==> src/rtl/axil_pkg.sv <==
// Shared types and constants for the AXI-Lite error endpoint.
package axil_pkg;

   typedef enum logic [1:0] {
      RESP_OKAY   = 2'b00,
      RESP_EXOKAY = 2'b01,
      RESP_SLVERR = 2'b10,
      RESP_DECERR = 2'b11
   } resp_t;

   localparam logic [31:0] RDATA_FILL_DEFAULT = 32'hDEAD_BEEF;

   // Outstanding-transaction counters; depths are limited to 1..15.
   localparam int unsigned OCNT_W = 4;

endpackage

==> src/rtl/axil_if.sv <==
// AXI-Lite bundle with master (M) and slave (S) views.
interface AxiLite #(
   parameter int unsigned DATA_WIDTH = 32
);
   logic                      awValid;
   logic                      awReady;
   logic [31:0]               awAddr;
   logic                      wValid;
   logic                      wReady;
   logic [DATA_WIDTH-1:0]     wData;
   logic [DATA_WIDTH/8-1:0]   wStrb;
   logic                      bValid;
   logic                      bReady;
   logic [1:0]                bResp;
   logic                      arValid;
   logic                      arReady;
   logic [31:0]               arAddr;
   logic                      rValid;
   logic                      rReady;
   logic [DATA_WIDTH-1:0]     rData;
   logic [1:0]                rResp;

   modport S (
      input  awValid, awAddr, wValid, wData, wStrb, bReady, arValid, arAddr, rReady,
      output awReady, wReady, bValid, bResp, arReady, rValid, rData, rResp
   );

   modport M (
      output awValid, awAddr, wValid, wData, wStrb, bReady, arValid, arAddr, rReady,
      input  awReady, wReady, bValid, bResp, arReady, rValid, rData, rResp
   );
endinterface

==> src/rtl/sat_counter.sv <==
// Saturating up-counter with synchronous clear; clear plus increment yields 1.
module sat_counter #(
   parameter int unsigned WIDTH = 16
) (
   input  logic             clk,
   input  logic             rst_n,
   input  logic             clr,
   input  logic             inc,
   output logic [WIDTH-1:0] value
);

   logic [WIDTH-1:0] value_q;
   logic [WIDTH-1:0] value_d;

   always_comb begin
      value_d = value_q;
      if (clr) begin
         value_d = inc ? WIDTH'(1) : '0;
      end else if (inc && (value_q != '1)) begin
         value_d = value_q + WIDTH'(1);
      end
   end

   always_ff @(posedge clk or negedge rst_n) begin
      if (!rst_n) begin
         value_q <= '0;
      end else begin
         value_q <= value_d;
      end
   end

   assign value = value_q;

endmodule

==> src/rtl/axil_error_endpoint.sv <==
// AXI-Lite slave that answers every request with a fixed error response.
// Optional address capture is enabled by defining AXIL_ERR_CAPTURE_EN.
module axil_error_endpoint
   import axil_pkg::*;
#(
   parameter int unsigned DATA_WIDTH = 32,
   parameter logic [1:0]  RESP       = RESP_DECERR,
   parameter logic [31:0] RDATA_FILL = RDATA_FILL_DEFAULT,
   parameter int unsigned WR_DEPTH   = 2,
   parameter int unsigned RD_DEPTH   = 2,
   parameter int unsigned CNT_WIDTH  = 16
) (
   input  logic                 aclk,
   input  logic                 aresetn,
   AxiLite.S                    bus,
   input  logic                 cnt_clr,
   output logic [CNT_WIDTH-1:0] wr_err_cnt,
   output logic [CNT_WIDTH-1:0] rd_err_cnt,
   output logic [31:0]          err_addr,
   output logic                 err_is_wr,
   output logic                 err_valid
);

   localparam logic [DATA_WIDTH-1:0] RDATA = {(DATA_WIDTH/32){RDATA_FILL}};

   logic              rel_q;
   logic [OCNT_W-1:0] aw_cnt_q, aw_cnt_d;
   logic [OCNT_W-1:0] w_cnt_q,  w_cnt_d;
   logic [OCNT_W-1:0] b_cnt_q,  b_cnt_d;
   logic [OCNT_W-1:0] r_cnt_q,  r_cnt_d;

   logic aw_rdy, w_rdy, ar_rdy, b_vld, r_vld;
   logic aw_hs, w_hs, b_hs, ar_hs, r_hs;
   logic [OCNT_W-1:0] aw_eff, w_eff;
   logic pair;

   // Readies are held low until the first edge after reset release.
   always_comb begin
      aw_rdy = rel_q && (({1'b0, aw_cnt_q} + {1'b0, b_cnt_q}) < (OCNT_W+1)'(WR_DEPTH));
      w_rdy  = rel_q && (({1'b0, w_cnt_q}  + {1'b0, b_cnt_q}) < (OCNT_W+1)'(WR_DEPTH));
      ar_rdy = rel_q && (r_cnt_q < OCNT_W'(RD_DEPTH));
      b_vld  = (b_cnt_q != '0);
      r_vld  = (r_cnt_q != '0);
   end

   assign aw_hs = bus.awValid && aw_rdy;
   assign w_hs  = bus.wValid  && w_rdy;
   assign b_hs  = b_vld && bus.bReady;
   assign ar_hs = bus.arValid && ar_rdy;
   assign r_hs  = r_vld && bus.rReady;

   // Pairing sees this cycle's handshakes, so at most one of aw/w stays nonzero.
   always_comb begin
      aw_eff  = aw_cnt_q + OCNT_W'(aw_hs);
      w_eff   = w_cnt_q  + OCNT_W'(w_hs);
      pair    = (aw_eff != '0) && (w_eff != '0);
      aw_cnt_d = aw_eff - OCNT_W'(pair);
      w_cnt_d  = w_eff  - OCNT_W'(pair);
      b_cnt_d  = b_cnt_q + OCNT_W'(pair) - OCNT_W'(b_hs);
      r_cnt_d  = r_cnt_q + OCNT_W'(ar_hs) - OCNT_W'(r_hs);
   end

   always_ff @(posedge aclk or negedge aresetn) begin
      if (!aresetn) begin
         rel_q    <= 1'b0;
         aw_cnt_q <= '0;
         w_cnt_q  <= '0;
         b_cnt_q  <= '0;
         r_cnt_q  <= '0;
      end else begin
         rel_q    <= 1'b1;
         aw_cnt_q <= aw_cnt_d;
         w_cnt_q  <= w_cnt_d;
         b_cnt_q  <= b_cnt_d;
         r_cnt_q  <= r_cnt_d;
      end
   end

   assign bus.awReady = aw_rdy;
   assign bus.wReady  = w_rdy;
   assign bus.arReady = ar_rdy;
   assign bus.bValid  = b_vld;
   assign bus.rValid  = r_vld;
   assign bus.bResp   = RESP;
   assign bus.rResp   = RESP;
   assign bus.rData   = RDATA;

   sat_counter #(.WIDTH(CNT_WIDTH)) u_wr_cnt (
      .clk   (aclk),
      .rst_n (aresetn),
      .clr   (cnt_clr),
      .inc   (b_hs),
      .value (wr_err_cnt)
   );

   sat_counter #(.WIDTH(CNT_WIDTH)) u_rd_cnt (
      .clk   (aclk),
      .rst_n (aresetn),
      .clr   (cnt_clr),
      .inc   (r_hs),
      .value (rd_err_cnt)
   );

`ifdef AXIL_ERR_CAPTURE_EN
   logic [31:0] err_addr_q, err_addr_d;
   logic        err_is_wr_q, err_is_wr_d;
   logic        err_valid_q, err_valid_d;

   // A fresh capture in the clearing cycle keeps err_valid set.
   always_comb begin
      err_addr_d  = err_addr_q;
      err_is_wr_d = err_is_wr_q;
      err_valid_d = err_valid_q;
      if (cnt_clr) begin
         err_valid_d = 1'b0;
      end
      if (ar_hs) begin
         err_addr_d  = bus.arAddr;
         err_is_wr_d = 1'b0;
         err_valid_d = 1'b1;
      end else if (aw_hs) begin
         err_addr_d  = bus.awAddr;
         err_is_wr_d = 1'b1;
         err_valid_d = 1'b1;
      end
   end

   always_ff @(posedge aclk or negedge aresetn) begin
      if (!aresetn) begin
         err_addr_q  <= '0;
         err_is_wr_q <= 1'b0;
         err_valid_q <= 1'b0;
      end else begin
         err_addr_q  <= err_addr_d;
         err_is_wr_q <= err_is_wr_d;
         err_valid_q <= err_valid_d;
      end
   end

   assign err_addr  = err_addr_q;
   assign err_is_wr = err_is_wr_q;
   assign err_valid = err_valid_q;

   logic unused_wdata;
   assign unused_wdata = ^{bus.wData, bus.wStrb};
`else
   assign err_addr  = '0;
   assign err_is_wr = 1'b0;
   assign err_valid = 1'b0;

   logic unused_inputs;
   assign unused_inputs = ^{bus.wData, bus.wStrb, bus.awAddr, bus.arAddr};
`endif

endmodule

==> src/flat_wrapper.sv <==
// flat-port wrapper written by rule: the top's interface ports become plain ports
module axil_error_endpoint_flat import axil_pkg::*;
#(
   parameter int unsigned DATA_WIDTH = 32,
   parameter logic [1:0]  RESP       = RESP_DECERR,
   parameter logic [31:0] RDATA_FILL = RDATA_FILL_DEFAULT,
   parameter int unsigned WR_DEPTH   = 2,
   parameter int unsigned RD_DEPTH   = 2,
   parameter int unsigned CNT_WIDTH  = 16
)
  (aclk, aresetn, cnt_clr, wr_err_cnt, rd_err_cnt, err_addr, err_is_wr, err_valid, bus_awValid, bus_awAddr, bus_wValid, bus_wData, bus_wStrb, bus_bReady, bus_arValid, bus_arAddr, bus_rReady, bus_awReady, bus_wReady, bus_bValid, bus_bResp, bus_arReady, bus_rValid, bus_rData, bus_rResp);
  AxiLite #(.DATA_WIDTH(DATA_WIDTH)) bus_i ();
  input  logic aclk;
  input  logic aresetn;
  input  logic cnt_clr;
  output logic [CNT_WIDTH-1:0] wr_err_cnt;
  output logic [CNT_WIDTH-1:0] rd_err_cnt;
  output logic [31:0] err_addr;
  output logic err_is_wr;
  output logic err_valid;
  input wire logic [$bits(bus_i.awValid)-1:0] bus_awValid;
  input wire logic [$bits(bus_i.awAddr)-1:0] bus_awAddr;
  input wire logic [$bits(bus_i.wValid)-1:0] bus_wValid;
  input wire logic [$bits(bus_i.wData)-1:0] bus_wData;
  input wire logic [$bits(bus_i.wStrb)-1:0] bus_wStrb;
  input wire logic [$bits(bus_i.bReady)-1:0] bus_bReady;
  input wire logic [$bits(bus_i.arValid)-1:0] bus_arValid;
  input wire logic [$bits(bus_i.arAddr)-1:0] bus_arAddr;
  input wire logic [$bits(bus_i.rReady)-1:0] bus_rReady;
  output wire logic [$bits(bus_i.awReady)-1:0] bus_awReady;
  output wire logic [$bits(bus_i.wReady)-1:0] bus_wReady;
  output wire logic [$bits(bus_i.bValid)-1:0] bus_bValid;
  output wire logic [$bits(bus_i.bResp)-1:0] bus_bResp;
  output wire logic [$bits(bus_i.arReady)-1:0] bus_arReady;
  output wire logic [$bits(bus_i.rValid)-1:0] bus_rValid;
  output wire logic [$bits(bus_i.rData)-1:0] bus_rData;
  output wire logic [$bits(bus_i.rResp)-1:0] bus_rResp;
  assign bus_i.awValid = bus_awValid;
  assign bus_i.awAddr = bus_awAddr;
  assign bus_i.wValid = bus_wValid;
  assign bus_i.wData = bus_wData;
  assign bus_i.wStrb = bus_wStrb;
  assign bus_i.bReady = bus_bReady;
  assign bus_i.arValid = bus_arValid;
  assign bus_i.arAddr = bus_arAddr;
  assign bus_i.rReady = bus_rReady;
  assign bus_awReady = bus_i.awReady;
  assign bus_wReady = bus_i.wReady;
  assign bus_bValid = bus_i.bValid;
  assign bus_bResp = bus_i.bResp;
  assign bus_arReady = bus_i.arReady;
  assign bus_rValid = bus_i.rValid;
  assign bus_rData = bus_i.rData;
  assign bus_rResp = bus_i.rResp;
  axil_error_endpoint #(.DATA_WIDTH(DATA_WIDTH), .RESP(RESP), .RDATA_FILL(RDATA_FILL), .WR_DEPTH(WR_DEPTH), .RD_DEPTH(RD_DEPTH), .CNT_WIDTH(CNT_WIDTH)) u_core (.aclk(aclk), .aresetn(aresetn), .bus(bus_i), .cnt_clr(cnt_clr), .wr_err_cnt(wr_err_cnt), .rd_err_cnt(rd_err_cnt), .err_addr(err_addr), .err_is_wr(err_is_wr), .err_valid(err_valid));
endmodule
==> config.mk <==
export PLATFORM = sky130hd
export DESIGN_NAME = axil_error_endpoint_flat
export DESIGN_NICKNAME = d
export VERILOG_FILES = /design/src/rtl/axil_pkg.sv /design/src/rtl/axil_if.sv /design/src/rtl/sat_counter.sv /design/src/rtl/axil_error_endpoint.sv /design/src/flat_wrapper.sv
export SDC_FILE = /design/constraint.sdc
export NUM_CORES = 1
export LEC_CHECK = 0
export CAP_MARGIN = 10
export CORE_ASPECT_RATIO = 0.75
export CORE_MARGIN = 10
export CORE_UTILIZATION = 39
export CTS_BUF_LIST = sky130_fd_sc_hd__clkbuf_16
export DETAILED_ROUTE_END_ITERATION = 16
export MAX_ROUTING_LAYER = met4
export PLACE_DENSITY_LB_ADDON = 0.2
export SYNTH_ARGS = -nofsm -noshare
export SYNTH_HDL_FRONTEND = slang
export SYNTH_SLANG_ARGS = --single-unit
export TNS_END_PERCENT = 10
==> constraint.sdc <==
create_clock -name aclk -period 3.9 [get_ports aclk]
set_input_delay 0.78 -clock aclk [delete_from_list [all_inputs] [get_ports aclk]]
set_output_delay 0.78 -clock aclk [all_outputs]
set_load 0.05 [all_outputs]
==> out/results.ini <==
[clock_tree]
cts.sinks=49
clk_latency_ps=290
cts_tree=done
cts_resized=0
cts.clk_slew.worst_paths_ps=60
numCtsBuffers=5
cts.path.max_buffers=2
post-cts-setup-buffer-count=0
h-tree-depth=2
cts_hold_buf=0
cts-root-buf=clkbuf_16

[synth]
ys_seq_area_share_pct=33.1
avgSynthCellArea_um2=9.50
synth_top_area_share_pct=33.1
yosys_warnings=0
synth_edf_count=0
synth_area_leaders=dfrtp_1 (33%), buf_4 (14%), ha_1 (8.8%)
synth_seq_cells=49
synth_area_mm2=0.00370
synth.distinct_cells=54
netlist_instances=390
synth.top_cells.by_count=buf_4 (71), dfrtp_1 (49), inv_1 (30)
async_reset_ff_share_pct=100
yosysMostFrequentCell=buf_4
synth_flop_cell=dfrtp_1
synth_area_leader_cell=dfrtp_1

[timing]
slew_headroom_pct=53.3
min_period_ps=3510
hold_violations=0
rsz0062_at_grt=false
finClkSkew_ps=2.95
period_share_pct=90.0
slew_violations=0
max_freq_ghz=0.285
worst_slew_pin_slew_ps=700
hold_slack_ps=530
fin_ws_ps=388
finalSetupViolCount=0
tns_ps=0

[worst_setup_path]
critPathMaxStageDelay_ps=470
rr_worst_depth=13
crit_path_end_kind=flip-flop
r2r_start=u_core.b_cnt_q[1]
arrival_ps=3670
start_kind=flip-flop
critical_path_class=flip-flop to flip-flop
required_ps=4060
path_cells=inv_1, fa_1, nand3b_1, a21oi_1, and2_1, ha_1, ha_1, xor2_1, nor2_1, and3_1, a31oi_1, ha_1, fa_1
slowest_stage=fa_1
reg2reg_to=u_core.b_cnt_q[1]
worstPathMaxFanout=5
cp_common_cell=ha_1
r2r_setup_slack_ps=390

[die]
core-area_mm2=0.00916
rows=30
die-height_um=104
start_util_pct=40.4
die_w_um=133
die_area_mm2=0.0138
ios=215

[final_layout]
layout.nets=573
regArea_mm2=0.00123
areaGrowthSynthToFinish_pct=12.6
drive_gt1_share_pct=7.57
multi_input_area_mm2=0.00205
finalNonFillerCells=564
diodes=0
fill_cells=888

[pwr]
ir_drop_uv=354
power_switching_mw=0.950
p_comb_share_pct=46.1
leakage_nw=1.91
clockPowerShare_pct=21.5
power.density_mw_per_mm2=540
p_int_mw=1.30
seq_power_share_pct=32.4
swShare_pct=42.2

[detailed_routing]
drt_pass1_iterations=4
vias=2693
via_per_inst=4.77
avgRoutedWirePerCell_um=14.5
drtIter0Drc=179
post-route-drc-count=0
ant_nets=0
drt-total-wl_mm=8.18

[place]
port_buffers=44
place.gp.congestion=0.815
place_hpwl_mm=6.36
placed_cells=556
place_ws_ps=333

[hold_path]
hp-class=input port to asynchronous set/reset pin

[run]
cap_violations=0

[grt]
grt_max_degree=41
grt-ovfl-total=0
grt_pass1_wl_mm=13.2
grt_pass1_vias=2522
grt_antenna_before_repair=0
grtUsageTotal_pct=11.5

[outcome]
status=finished, final reports clean

## registers in the layout, indices dropped and copies added, names as in the netlist
register               flops
u_core.r_cnt_q             4
u_core.rel_q               1
u_core.u_rd_cnt.value     16
u_core.u_wr_cnt.value     16
u_core.b_cnt_q             4
u_core.aw_cnt_q            4
u_core.w_cnt_q             4
## kinds of logic after synthesis
family	after synthesis	synth area share, %
AO/OA/AOI/OAI	49	9.09
AND/OR/NAND/NOR	127	21.3
XOR/XNOR	12	2.84
flip-flops	49	33.1
other	2	0.203
buffers and inverters	108	18.5
adder cells (fa/ha/maj)	30	10.9
multiplexers	13	3.99
## how the worst max path moves through the flow
stage / end / start / slack [ps]
2_1_floorplan: u_core.b_cnt_q[1] / u_core.b_cnt_q[1] / 60
4_1_cts: u_core.b_cnt_q[1] / u_core.b_cnt_q[1] / 320
6_report: u_core.b_cnt_q[1] / u_core.b_cnt_q[1] / 390
3_3_place_gp: u_core.b_cnt_q[1] / u_core.b_cnt_q[1] / 420
5_1_grt: u_core.b_cnt_q[1] / u_core.b_cnt_q[1] / 90
3_5_place_dp: u_core.b_cnt_q[1] / u_core.b_cnt_q[1] / 330
## placed cells by master, fill, tap and decap left out, types with 4 or more instances in the layout
master / n
and2_1: 4
and3_1: 4
nor2_1: 18
nor3_1: 4
nor4_1: 7
ha_1: 26
inv_1: 31
o31ai_1: 8
dfrtp_1: 49
and4_1: 4
conb_1: 71
xor2_1: 11
nor2b_1: 10
clkbuf_16: 5
fa_1: 4
clkdlybuf4s50_1: 43
a21oi_1: 17
or4_1: 8
mux2_2: 9
nand2_1: 22
nand3_1: 16
nand4_1: 6
## area by class of cell
| type | instances | share of cell area (%) |
|---|---|---|
| Tap cell | 128 | 3.84 |
| Multi-Input combinational cell | 302 | 49.2 |
| Clock buffer | 5 | 3.00 |
| Sequential cell | 49 | 29.4 |
| Clock inverter | 3 | 0.900 |
| Timing Repair Buffer | 47 | 11.0 |
| Inverter | 30 | 2.70 |
## power groups by stage
stage	clock network [mW]	registers [mW]	logic [mW]
detailed placement	0	0.739	1.05
finish	0.483	0.729	1.04
floorplan	0	0.760	0.842
CTS	0.500	0.732	1.05
global route	0.525	0.747	1.17
global placement	0	0.738	1.01
## metal layers
layer / up-vias / wire [um] / track usage [%]
met5: - / 0 / -
li1: 1325 / - / -
met2: 73 / 3720 / 17.3
met1: 1288 / 3840 / 14.8
met3: 7 / 560 / 3.86
met4: 0 / 58 / 1.96
## stage by stage
step | cell area [um2] | total power [mW] | utilization [%]
final | 4170 | 2.25 | 45.5
after global routing | 4170 | 2.44 | 45.5
after CTS | 4170 | 2.28 | 45.5
after detailed placement | 4010 | 1.79 | 43.7
after global placement | 4010 | 1.75 | 43.7
after floorplan | 3960 | 1.60 | -
## critical path, delay by kind of cell (launching register included)
family	cells	cell delay [ps]
XOR/XNOR	1	220
flip-flops	1	430
AO/OA/AOI/OAI	2	500
adder cells (fa/ha/maj)	5	1460
buffers and inverters	1	180
AND/OR/NAND/NOR	4	600
Power figures use the tool's default switching activity.
